File: config.mk
export PLATFORM = sky130hd
export DESIGN_NAME = sdram_wb_arbiter
export DESIGN_NICKNAME = d
export VERILOG_FILES = /design/src/rtl/sdram_wb_arbiter.sv
export SDC_FILE = /design/constraint.sdc
export NUM_CORES = 1
export LEC_CHECK = 0
export CAP_MARGIN = 10
export CORE_ASPECT_RATIO = 1.4
export CORE_MARGIN = 4
export CORE_UTILIZATION = 35
export CTS_BUF_LIST = sky130_fd_sc_hd__clkbuf_4 sky130_fd_sc_hd__clkbuf_8
export DETAILED_ROUTE_END_ITERATION = 8
export PLACE_DENSITY = 0.84
export SLEW_MARGIN = 20
export SYNTH_ARGS = -nofsm -noshare
export SYNTH_HDL_FRONTEND = slang
export SYNTH_SLANG_ARGS = --single-unit
File: constraint.sdc
create_clock -name wb_clk_i -period 3 [get_ports wb_clk_i]
set_input_delay 0.6 -clock wb_clk_i [delete_from_list [all_inputs] [get_ports wb_clk_i]]
set_output_delay 0.6 -clock wb_clk_i [all_outputs]
set_load 0.03 [all_outputs]
File: src/rtl/sdram_wb_arbiter.sv
// N-channel Wishbone front end for sdram_controller: round-robin grant, one controller
// request per transaction, single-cycle ack/err, and a read watchdog.
module sdram_wb_arbiter #(
    parameter int unsigned NCH     = 2,
    parameter int unsigned ADDR_W  = 23,
    parameter int unsigned TIMEOUT = 256
) (
    input  logic                wb_clk_i,
    input  logic                wb_rst_i,
    input  logic [NCH-1:0]      ch_cyc_i,
    input  logic [NCH-1:0]      ch_stb_i,
    input  logic [NCH-1:0]      ch_we_i,
    input  logic [4*NCH-1:0]    ch_sel_i,
    input  logic [32*NCH-1:0]   ch_adr_i,
    input  logic [32*NCH-1:0]   ch_dat_i,
    output logic [NCH-1:0]      ch_ack_o,
    output logic [NCH-1:0]      ch_err_o,
    output logic [31:0]         ch_dat_o,
    output logic [ADDR_W-1:0]   ctrl_addr,
    output logic                ctrl_rw,
    output logic [31:0]         ctrl_wdata,
    output logic [3:0]          ctrl_mask,
    output logic                ctrl_in_valid,
    input  logic                ctrl_busy,
    input  logic                ctrl_out_valid,
    input  logic [31:0]         ctrl_rdata
);

    localparam int unsigned CW = (NCH > 1) ? $clog2(NCH) : 1;
    localparam int unsigned TW = $clog2(TIMEOUT);

    typedef enum logic [1:0] {StIdle, StIssue, StWaitRd, StAck} state_e;

    state_e            state_q, state_d;
    logic [CW-1:0]     grant_q, last_grant_q;
    logic              we_q;
    logic [ADDR_W-1:0] addr_q;
    logic [31:0]       wdata_q;
    logic [3:0]        mask_q;
    logic [TW-1:0]     wd_q;
    logic              err_q;
    logic [31:0]       dat_q;

    logic [NCH-1:0]    req;
    logic              any_req;
    logic [CW-1:0]     pick;
    int unsigned       pick_idx;
    logic              latch, accept, rd_done, rd_timeout;

    // Address bits outside the forwarded word address are intentionally dropped.
    logic unused_adr;
    assign unused_adr = ^ch_adr_i;

    // Round-robin: first requester after the last granted channel.
    always_comb begin
        req      = ch_cyc_i & ch_stb_i;
        any_req  = 1'b0;
        pick_idx = 32'(last_grant_q);
        for (int unsigned k = 1; k <= NCH; k++) begin
            int unsigned idx;
            idx = (32'(last_grant_q) + k) % NCH;
            if (!any_req && req[idx]) begin
                any_req  = 1'b1;
                pick_idx = idx;
            end
        end
        pick = CW'(pick_idx);
    end

    always_comb begin
        state_d    = state_q;
        latch      = 1'b0;
        accept     = 1'b0;
        rd_done    = 1'b0;
        rd_timeout = 1'b0;
        unique case (state_q)
            StIdle: begin
                if (any_req) begin
                    latch   = 1'b1;
                    state_d = StIssue;
                end
            end
            StIssue: begin
                if (!ctrl_busy) begin
                    accept  = 1'b1;
                    state_d = we_q ? StAck : StWaitRd;
                end
            end
            StWaitRd: begin
                if (ctrl_out_valid) begin
                    rd_done = 1'b1;
                    state_d = StAck;
                end else if (wd_q == TW'(TIMEOUT - 1)) begin
                    rd_timeout = 1'b1;
                    state_d    = StAck;
                end
            end
            StAck:   state_d = StIdle;
            default: state_d = StIdle;
        endcase
    end

    always_ff @(posedge wb_clk_i) begin
        if (wb_rst_i) begin
            state_q      <= StIdle;
            grant_q      <= '0;
            last_grant_q <= CW'(NCH - 1);
            we_q         <= 1'b0;
            addr_q       <= '0;
            wdata_q      <= '0;
            mask_q       <= '0;
            wd_q         <= '0;
            err_q        <= 1'b0;
            dat_q        <= '0;
        end else begin
            state_q <= state_d;
            if (latch) begin
                grant_q <= pick;
                we_q    <= ch_we_i[pick];
                addr_q  <= ch_adr_i[32*pick_idx + 2 +: ADDR_W];
                wdata_q <= ch_dat_i[32*pick_idx +: 32];
                mask_q  <= ch_sel_i[4*pick_idx +: 4] & {4{ch_we_i[pick]}};
                err_q   <= 1'b0;
            end
            if (accept) begin
                wd_q <= '0;
            end else if (state_q == StWaitRd) begin
                wd_q <= wd_q + TW'(1);
            end
            if (accept && we_q) begin
                dat_q <= '0;
            end else if (rd_done) begin
                dat_q <= ctrl_rdata;
            end else if (rd_timeout) begin
                dat_q <= '0;
                err_q <= 1'b1;
            end
            if (state_q == StAck) begin
                last_grant_q <= grant_q;
            end
        end
    end

    assign ctrl_in_valid = (state_q == StIssue);
    assign ctrl_addr     = addr_q;
    assign ctrl_rw       = we_q;
    assign ctrl_wdata    = wdata_q;
    assign ctrl_mask     = mask_q;
    assign ch_dat_o      = dat_q;

    // A master that abandoned its cycle gets no response.
    always_comb begin
        ch_ack_o = '0;
        ch_err_o = '0;
        if (state_q == StAck && ch_cyc_i[grant_q]) begin
            if (err_q) begin
                ch_err_o[grant_q] = 1'b1;
            end else begin
                ch_ack_o[grant_q] = 1'b1;
            end
        end
    end

endmodule

==> results.cfg, run 1 <==
[clock_network]
clkSlewWorstSetupHoldPaths_ps = 90
clkLatencyLatePin_ps = 350
htree_num_levels = 3
clock_path_buffers = 2
clock_sinks = 105
cts_tree = yes
ctsResizeCount = 0
cts-buffers-inserted = 9
cts-root-buf = clkbuf_8
postCtsSetupBuffers = 0
cts_hold_buf = 0

[critical_path]
cp.required_ps = 2400
end_kind = output pin
crit_arrival_ps = 2070
critPathMaxFanout = 3
crit_type = primary input to output pin
start_kind = primary input

[routing]
drc = 0
drtAntennaViolNets = 0
route.vias.total = 4168
routed_wl_um = 13180
drt_iter0_markers = 85
viasPerCell = 5.052
drt-pass1-iter-count = 4
wl_per_cell_um = 15.97

[sta]
slew_headroom = 0.5684
tns_ps = 0
finalMaxSlewViolations = 0
final.setup_skew_ps = 12.81
worst_pin_slew_ps = 647.5
fmax_mhz = 374.5
setup_viol = 0
fin_crit_sh = 0.8901
min_period_ps = 2670
hold_viol_final = 0
rsz0062_at_grt = no

[floorplan]
die_area_um2 = 14500
die_x_um = 102.9
die_h_um = 140.9
core_um2 = 12370
num_rows = 48
start_util = 0.3569
ios = 275

[pwr]
p_comb_frac = 0.466
vdd_ir_drop_max_uv = 376.2
p_int_mw = 3.242
p_sw_mw = 1.935
switching_share = 0.3738
clockPowerShare = 0.174
p_per_area_nw_per_um2 = 713.9
p_seq_frac = 0.360
finalPower_mw = 5.177
leakage_nw = 2.680

[synthesis]
yosysWarnings = 0
ys_seq_area_frac = 0.4761
synth.top_cell.area_share = 0.4761
synth_area_per_cell_um2 = 10.39
synthCells = 425
ys_async_sr_fraction = 0
synth_edf_count = 0
synth_area_leaders = dfxtp_1 (48%), mux2i_1 (14%), a211oi_1 (9.5%)
synth-seq-cells = 105
synth_top_cell_by_area = dfxtp_1
synth.distinct_cells = 35
syn-num-nets = 609
synthFlopType = dfxtp_1
syn_area_um2 = 4415

[grt]
antenna_found_initial = 0
grt_max_degree = 62
overflow = 0
grt_pass1_vias = 4253
grt_pass1_wl_um = 20110
track_usage = 0.1741

[cells_and_area]
fin_nets = 855
fillers = 1053
antenna-diode-count = 0
fin_area_um2 = 7252
final_layout_size_suffix_gt1_frac = 0.05630
area_growth_pct = 64.24

[run_status]
outcome = finished clean

[run]
max_cap_viol_count = 0

[placed_design]
dpl_cell_area_um2 = 7044
gp_congestion = 0.8348
io_buffers = 256
hpwl_um = 10640

[hold_path]
holdCritPathClass = register to register
[critical path, cell delays in order]
cell,delay (ps)
clkdlybuf4s50_1,520
nand3_1,120
nor2_1,130
clkdlybuf4s50_1,710
[cell type report]
class / count / area [um2] / area share
repair buffers: 270 / 2700 / 0.3723
flip-flops and latches: 105 / 2102 / 0.2899
multi-input cells: 281 / 2041 / 0.2814
well taps: 150 / 187.7 / 0.02588
clock buffers: 12 / 158.9 / 0.02191
clock inverters: 3 / 47.55 / 0.006556
inverters: 4 / 15.01 / 0.002070
[flip-flops by register name, summed over array words and instances, names as in the netlist]
name,count
wd_q,8
ch_dat_o,32
ctrl_mask,4
ctrl_addr,23
err_q,1
grant_q,1
ctrl_rw,1
state_q,2
ctrl_wdata,32
last_grant_q,1
[metrics by stage]
stage | utilization | cells | hold WS, ps | setup slack (ps)
6_report | 0.5862 | 825 | 479.1 | 329.6
5_1_grt | 0.5862 | 825 | 498.0 | 264.5
4_1_cts | 0.5861 | 825 | 484.2 | 345.3
3_5_place_dp | 0.5694 | 810 | 456.1 | 326.4
3_3_place_gp | 0.5694 | 810 | 450.3 | 381.2
2_1_floorplan | - | 425 | 458.7 | 1090
[cells in the mapped netlist (4+ instances only)]
master and instances:
ha_1 6, a21oi_1 5, inv_1 4, a211oi_1 56, nand4_1 4, o2bb2ai_1 5, nor2_1 64, buf_2 17
dfxtp_1 105, xor2_1 4, clkbuf_1 11, buf_12 7, nand2_1 10, mux2i_1 62, a22o_1 32
[power groups by stage]
stage,logic [mW],registers (mW),clock network [mW]
floorplan,0.918,2.42,0
global placement,2.37,1.88,0
detailed placement,2.43,1.90,0
CTS,2.43,1.87,0.939
global route,2.59,1.91,0.988
finish,2.41,1.87,0.899
[cell usage in the layout (no fill, tap or decap), types with 2 or more instances in the layout]
cell type | Yosys | layout
nor3_1 | 2 | 2
buf_4 | 0 | 11
mux2i_1 | 62 | 62
xor2_1 | 4 | 4
dfxtp_1 | 105 | 105
buf_12 | 7 | 3
o2bb2ai_1 | 5 | 5
nor2_1 | 64 | 64
a21oi_1 | 5 | 5
a211oi_1 | 56 | 56
inv_6 | 0 | 2
a22o_1 | 32 | 32
o21ai_1 | 2 | 2
nand4_1 | 4 | 4
nand2b_1 | 3 | 3
nand2_1 | 10 | 10
nor2b_1 | 2 | 2
clkdlybuf4s50_1 | 0 | 255
nand3_1 | 3 | 3
clkbuf_8 | 0 | 11
inv_1 | 4 | 4
ha_1 | 6 | 6
and3_1 | 3 | 2
o21ai_0 | 2 | 2
or3_1 | 3 | 3
[metal layers]
layer	wire, um	share of wire	global-route usage	vias up
met2	6646	0.50	0.3155	207
met3	1428	0.11	0.05198	28
met5	0	0	0	-
li1	-	-	-	2044
met4	378	0.029	0.07708	0
met1	4722	0.36	0.1799	1889
[worst paths after layout]
| check | startpoint | to | slack, ps | cells after the start |
|---|---|---|---|---|
| setup / recovery | ch_cyc_i[1] | ch_err_o[1] | 330 | 4 |
| hold / removal | ctrl_mask[2]$_SDFFE_PP0P_ | ctrl_mask[2]$_SDFFE_PP0P_ | 480 | 1 |
| setup reg to reg | state_q[1]$_SDFFE_PP0P_ | ch_dat_o[10]$_SDFFE_PP0P_ | 960 | 6 |
| hold reg to reg | ctrl_mask[2]$_SDFFE_PP0P_ | ctrl_mask[2]$_SDFFE_PP0P_ | 480 | 1 |
[cells by family after synthesis]
logic type	count (synthesis)	share of synthesized area
and+or+nand+nor	98	0.09748
AOI/OAI and AO/OA	110	0.1952
DFF	105	0.4761
muxes	62	0.1406
adders and majority gates	6	0.01700
buffers and inverters	39	0.06376
xor gates and xnor gates	5	0.009917
Power figures use the tool's default switching activity.
==> inputs of run 2 (changes only) <==
Settings changed: CAP_MARGIN 10 to unset.
==> results of run 2 <==
No change in the layout: final DEF, timing and power equal those of run 1.
==> inputs of run 3 (changes only) <==
Settings changed: CTS_CLUSTER_DIAMETER set to 150.
==> results of run 3 <==
No change in the layout: final DEF, timing and power equal those of run 1.
